$ cat config.mk
export PLATFORM = sky130hd
export DESIGN_NAME = shift_reg_univ_flat
export DESIGN_NICKNAME = d
export VERILOG_FILES = /design/src/rtl/shift_reg_univ_pkg.sv /design/src/rtl/shift_reg_univ_if.sv /design/src/rtl/shift_reg_univ_frame_cnt.sv /design/src/rtl/shift_reg_univ.sv /design/src/flat_wrapper.sv
export SDC_FILE = /design/constraint.sdc
export NUM_CORES = 1
export LEC_CHECK = 0
export BUFFER_PORTS_ARGS = -buffer_cell sky130_fd_sc_hd__buf_2
export CAP_MARGIN = 20
export CELL_PAD_IN_SITES_DETAIL_PLACEMENT = 0
export CELL_PAD_IN_SITES_GLOBAL_PLACEMENT = 1
export CORE_MARGIN = 4
export CORE_UTILIZATION = 35
export DETAILED_ROUTE_END_ITERATION = 10
export HOLD_SLACK_MARGIN = 0.03
export PLACE_DENSITY = 0.74
export SLEW_MARGIN = 0
export SYNTH_ARGS = -nofsm -noshare
export SYNTH_HDL_FRONTEND = slang
export SYNTH_SLANG_ARGS = --single-unit
export TNS_END_PERCENT = 30
$ cat constraint.sdc
create_clock -name clk -period 1.7 [get_ports clk]
set_input_delay 0.34 -clock clk [delete_from_list [all_inputs] [get_ports clk]]
set_output_delay 0.34 -clock clk [all_outputs]
set_load 0.05 [all_outputs]
$ cat src/rtl/shift_reg_univ_pkg.sv
// Shared types for the universal shift register: operation modes and mode helpers.
package shift_reg_pkg;

  typedef enum logic [2:0] {
    SR_HOLD  = 3'd0,
    SR_SHL   = 3'd1,
    SR_SHR   = 3'd2,
    SR_ROL   = 3'd3,
    SR_ROR   = 3'd4,
    SR_LOAD  = 3'd5,
    SR_CLEAR = 3'd6,
    SR_RSVD  = 3'd7
  } sr_mode_e;

  function automatic logic is_shift(input sr_mode_e m);
    return (m == SR_SHL) || (m == SR_SHR) || (m == SR_ROL) || (m == SR_ROR);
  endfunction

  function automatic logic is_reframe(input sr_mode_e m);
    return (m == SR_LOAD) || (m == SR_CLEAR);
  endfunction

endpackage

$ cat src/rtl/shift_reg_univ_if.sv
// Control/data bundle between a driver (master) and the universal shift register (slave).
interface shift_reg_univ_if
  import shift_reg_pkg::*;
#(
  parameter int unsigned WIDTH = 8
);
  localparam int unsigned CW = $clog2(WIDTH);

  logic             en_i;
  sr_mode_e         mode_i;
  logic [WIDTH-1:0] load_data_i;
  logic             sin_lsb_i;
  logic             sin_msb_i;
  logic [WIDTH-1:0] sr_o;
  logic             sout_msb_o;
  logic             sout_lsb_o;
  logic [CW-1:0]    cnt_o;
  logic             frame_done_o;

  modport master (
    output en_i, mode_i, load_data_i, sin_lsb_i, sin_msb_i,
    input  sr_o, sout_msb_o, sout_lsb_o, cnt_o, frame_done_o
  );

  modport slave (
    input  en_i, mode_i, load_data_i, sin_lsb_i, sin_msb_i,
    output sr_o, sout_msb_o, sout_lsb_o, cnt_o, frame_done_o
  );

endinterface

$ cat src/rtl/shift_reg_univ_frame_cnt.sv
// Per-frame shift counter: wraps after WIDTH shifts and emits a registered one-cycle done pulse.
module shift_frame_cnt #(
  parameter int unsigned WIDTH = 8,
  localparam int unsigned CW = $clog2(WIDTH)
) (
  input  logic          clk,
  input  logic          reset,
  input  logic          inc,
  input  logic          clr,
  output logic [CW-1:0] cnt,
  output logic          done
);

  localparam logic [CW-1:0] LAST = CW'(WIDTH - 1);

  // clr wins over inc so a reload at the last count never reports a frame
  always_ff @(posedge clk or posedge reset) begin
    if (reset) begin
      cnt  <= '0;
      done <= 1'b0;
    end else begin
      done <= 1'b0;
      if (clr) begin
        cnt <= '0;
      end else if (inc) begin
        if (cnt == LAST) begin
          cnt  <= '0;
          done <= 1'b1;
        end else begin
          cnt <= cnt + 1'b1;
        end
      end
    end
  end

endmodule

$ cat src/rtl/shift_reg_univ.sv
// Parametrised universal shift register: shift, rotate, load, clear, with frame counting.
module shift_reg_univ
  import shift_reg_pkg::*;
#(
  parameter int unsigned            WIDTH     = 8,
  parameter logic [WIDTH-1:0]       RESET_VAL = '0
) (
  input logic              clk,
  input logic              reset,
  shift_reg_univ_if.slave  bus
);

  if (WIDTH < 2 || WIDTH > 64) begin : g_width_check
    $error("shift_reg_univ: WIDTH must be in 2..64");
  end

  logic [WIDTH-1:0] sr_q;
  logic [WIDTH-1:0] sr_d;
  logic             inc;
  logic             clr;

  always_comb begin
    sr_d = sr_q;
    if (bus.en_i) begin
      unique case (bus.mode_i)
        SR_SHL:   sr_d = {sr_q[WIDTH-2:0], bus.sin_lsb_i};
        SR_SHR:   sr_d = {bus.sin_msb_i, sr_q[WIDTH-1:1]};
        SR_ROL:   sr_d = {sr_q[WIDTH-2:0], sr_q[WIDTH-1]};
        SR_ROR:   sr_d = {sr_q[0], sr_q[WIDTH-1:1]};
        SR_LOAD:  sr_d = bus.load_data_i;
        SR_CLEAR: sr_d = '0;
        default:  sr_d = sr_q;
      endcase
    end
  end

  always_ff @(posedge clk or posedge reset) begin
    if (reset) sr_q <= RESET_VAL;
    else       sr_q <= sr_d;
  end

  assign inc = bus.en_i && is_shift(bus.mode_i);
  assign clr = bus.en_i && is_reframe(bus.mode_i);

  shift_frame_cnt #(
    .WIDTH (WIDTH)
  ) u_cnt (
    .clk   (clk),
    .reset (reset),
    .inc   (inc),
    .clr   (clr),
    .cnt   (bus.cnt_o),
    .done  (bus.frame_done_o)
  );

  assign bus.sr_o       = sr_q;
  assign bus.sout_msb_o = sr_q[WIDTH-1];
  assign bus.sout_lsb_o = sr_q[0];

endmodule

$ cat src/flat_wrapper.sv
// flat-port wrapper written by rule: the top's interface ports become plain ports
module shift_reg_univ_flat import shift_reg_pkg::*;
#(
  parameter int unsigned            WIDTH     = 8,
  parameter logic [WIDTH-1:0]       RESET_VAL = '0
)
  (clk, reset, bus_en_i, bus_mode_i, bus_load_data_i, bus_sin_lsb_i, bus_sin_msb_i, bus_sr_o, bus_sout_msb_o, bus_sout_lsb_o, bus_cnt_o, bus_frame_done_o);
  shift_reg_univ_if #(.WIDTH(WIDTH)) bus_i ();
  input logic clk;
  input logic reset;
  input wire logic [$bits(bus_i.en_i)-1:0] bus_en_i;
  input wire logic [$bits(bus_i.mode_i)-1:0] bus_mode_i;
  input wire logic [$bits(bus_i.load_data_i)-1:0] bus_load_data_i;
  input wire logic [$bits(bus_i.sin_lsb_i)-1:0] bus_sin_lsb_i;
  input wire logic [$bits(bus_i.sin_msb_i)-1:0] bus_sin_msb_i;
  output wire logic [$bits(bus_i.sr_o)-1:0] bus_sr_o;
  output wire logic [$bits(bus_i.sout_msb_o)-1:0] bus_sout_msb_o;
  output wire logic [$bits(bus_i.sout_lsb_o)-1:0] bus_sout_lsb_o;
  output wire logic [$bits(bus_i.cnt_o)-1:0] bus_cnt_o;
  output wire logic [$bits(bus_i.frame_done_o)-1:0] bus_frame_done_o;
  assign bus_i.en_i = bus_en_i;
  assign bus_i.mode_i = bus_mode_i;
  assign bus_i.load_data_i = bus_load_data_i;
  assign bus_i.sin_lsb_i = bus_sin_lsb_i;
  assign bus_i.sin_msb_i = bus_sin_msb_i;
  assign bus_sr_o = bus_i.sr_o;
  assign bus_sout_msb_o = bus_i.sout_msb_o;
  assign bus_sout_lsb_o = bus_i.sout_lsb_o;
  assign bus_cnt_o = bus_i.cnt_o;
  assign bus_frame_done_o = bus_i.frame_done_o;
  shift_reg_univ #(.WIDTH(WIDTH), .RESET_VAL(RESET_VAL)) u_core (.clk(clk), .reset(reset), .bus(bus_i));
endmodule
==> qor.csv <==
stage,metric,value,unit
clock_tree,Worst-Skew Late Latency,270,ps
timing,worst clock skew,4.44,ps
timing,fmax,635,MHz
clock_tree,CTS tree,built,
cells_and_area,"commonest non-fill, non-tap cell in the layout",buf_2,
place,number of buffers added on ports,29,
yosys,YS warnings,0,
place,DP Area,0.00105,sq mm
timing,final setup fails,0,
global_routing,grt ovf,0,
global_routing,largest net degree at the start of global routing,19,
floorplan,core box area,0.00245,sq mm
yosys,syn avg cell area,8.27,sq um
yosys,Cells after Synth,108,
outcome,status,"finished, final reports clean",
place,Inst Count DP,161,
timing,relative max-transition margin,65.5,%
detailed_routing,# DRC,0,
floorplan,Die W,58.5,microns
setup_path,Critical Path AT,1790,ps
floorplan,Ports,30,
yosys,share of the synthesized area in the top cell type,33.6,%
yosys,Async SR Flop Fraction,100,%
global_routing,initial antenna violation count,0,
power,"Power, Total",1.30,mW
detailed_routing,routed vias,928,
yosys,Post-synth EDFFs,0,
global_routing,vias in the first global route,881,
power,largest vdd supply drop,0.611,mV
detailed_routing,drt initial violations,41,
clock_tree,Worst-path clk slew,80,ps
power,power per cell area,1200,mW/mm^2
timing,minimum clock period,1570,ps
timing,Worst-Margin Slew,517,ps
power,combinational power share,52.3,%
setup_path,critical register-to-register path endpoint,u_core.u_cnt.cnt[0],
detailed_routing,routed length per instance,14.8,microns
timing,RSZ-0062 raised after global routing,false,
cells_and_area,final instance area,0.00108,sq mm
cells_and_area,most frequent cells in the layout,"buf_2, o21ai_0, nor2_1, dfrtp_1, inv_1",
yosys,main flop type after synthesis,dfrtp_1,
clock_tree,post-cts sizing count,0,
setup_path,path depth of the worst reg2reg path,5,
setup_path,reg2reg setup slack,130,ps
timing,worst hold slack,80.0,ps
worst_hold_path,Hold WC Path Type,in -> async,
detailed_routing,Routed Antenna Nets,0,
power,Int Pwr,0.656,mW
floorplan,Initial Utilization,36.4,%
yosys,sequential area share after synthesis,33.6,%
place,gp weighted congestion,0.812,
yosys,post-synthesis register bit count,12,
yosys,Synth area leader,dfrtp_1,
setup_path,critical path required time,1910,ps
timing,Max Slew Vio Count,0,
power,Clk network pwr share,15.0,%
setup_path,crit path max fanout,5,
yosys,cell area after synthesis,893,sq um
timing,final hold viol count,0,
clock_tree,clock buffer depth,2,
power,P_leak,0.501,nW
clock_tree,setup bufs post-CTS,0,
yosys,synth top area cells,"dfrtp_1, o21ai_0, o22ai_1",
timing,setup_tns,0,ps
place,DP HPWL,1720,microns
power,Flop pwr share,32.8,%
clock_tree,TritonCTS Buffers,3,
detailed_routing,post-DR vias/cell,5.62,
setup_path,Startpoint Class,register,
run,max_cap viols,0,
timing,setup ws final,125,ps
clock_tree,Sink Count,12,
clock_tree,CTS Hold Bufs,0,
cells_and_area,Final nets,154,
floorplan,Die ar.,0.00342,sq mm
power,switching portion of total power,49.4,%
floorplan,die height,58.5,microns
cells_and_area,Non-Filler Instances,165,
clock_tree,H-tree depth,1,
floorplan,standard-cell rows,18,
cells_and_area,# diodes,0,
global_routing,gr usage total,15.2,%
setup_path,CP Class,reg -> reg,
setup_path,CP Capture Type,register,
detailed_routing,Total Routed Length,2430,microns
cells_and_area,layout cells sized above 1,32.6,%
detailed_routing,Initial DRT Pass Iterations,4,
timing,fin crit share,92.6,%
yosys,syn nets,126,
cells_and_area,fin util,44.1,%
clock_tree,root buffer cell,clkbuf_4,
place,Worst Setup Slack post-DPL,113,ps
yosys,Netlist cell types,31,
global_routing,first-pass GRT wire length,4000,microns
cells_and_area,Area growth syn-to-layout,21.3,%
setup_path,FF-to-FF Start,u_core.u_cnt.cnt[0],
power,Net Switching,0.642,mW
synthesized netlist by cell type (2+ instances only):
library cell,instances
a21oi_1,4
a221o_1,3
a31oi_1,3
buf_2,6
buf_4,4
dfrtp_1,12
ha_1,2
inv_1,8
maj3_1,2
mux2i_1,2
nand2_1,5
nand2b_1,2
nand3_1,6
nor2_1,10
o21ai_0,13
o221ai_1,4
o22a_1,2
o22ai_1,7
logic make-up after synthesis:
family | count (synthesis) | share of synthesized area [%]
mux | 2 | 2.24
flops | 12 | 33.6
compound gates | 42 | 31.1
buf+inv | 20 | 10.9
fa+ha+maj | 4 | 5.04
simple gates | 28 | 17.1
flip-flops by register name, summed over array words and instances, names as in the netlist:
| register | cells |
|---|---|
| u_core.u_cnt.cnt | 3 |
| u_core.u_cnt.done | 1 |
| u_core.bus.sr_o | 8 |
critical path, cell delays in order (launching register included):
cell,delay (ps)
dfrtp_2,440
ha_1,200
ha_1,180
or3_4,400
mux2i_1,140
a221o_1,160
per-layer routing:
layer	track usage [%]	wire length (microns)	up-vias
li1	-	-	458
met1	20.8	1140	440
met2	23.0	1130	28
met3	3.29	153	2
met4	6.62	12	0
met5	0	0	-
cell type report:
cell class / instances / area [sq um]
clock buffer: 4 / 26.3
multi-input combinational: 76 / 500
tap: 30 / 37.5
sequential: 12 / 303
inverter: 9 / 33.8
fill: 267 / 1370
timing repair buffer: 34 / 183
worst max-delay path by stage:
stage / from / endpoint / slack (ps) / depth (start not counted)
global placement: u_core.u_cnt.cnt[0] / u_core.u_cnt.cnt[0] / 150 / 5
CTS: u_core.u_cnt.cnt[0] / u_core.u_cnt.cnt[0] / 90 / 5
global route: u_core.u_cnt.cnt[0] / u_core.u_cnt.cnt[0] / 20 / 5
finish: u_core.u_cnt.cnt[0] / u_core.u_cnt.cnt[0] / 130 / 5
floorplan: u_core.u_cnt.cnt[0] / u_core.u_cnt.cnt[0] / 40 / 5
detailed placement: u_core.u_cnt.cnt[0] / u_core.u_cnt.cnt[0] / 110 / 5
power groups by stage:
stage	Sequential, mW	Combinational (mW)	Clock, mW
2_1_floorplan	0.651	0.307	0
4_1_cts	0.425	0.677	0.206
6_report	0.425	0.679	0.194
3_5_place_dp	0.431	0.674	0
5_1_grt	0.439	0.739	0.217
3_3_place_gp	0.426	0.669	0
No activity file was read; power rests on OpenSTA's default activity.
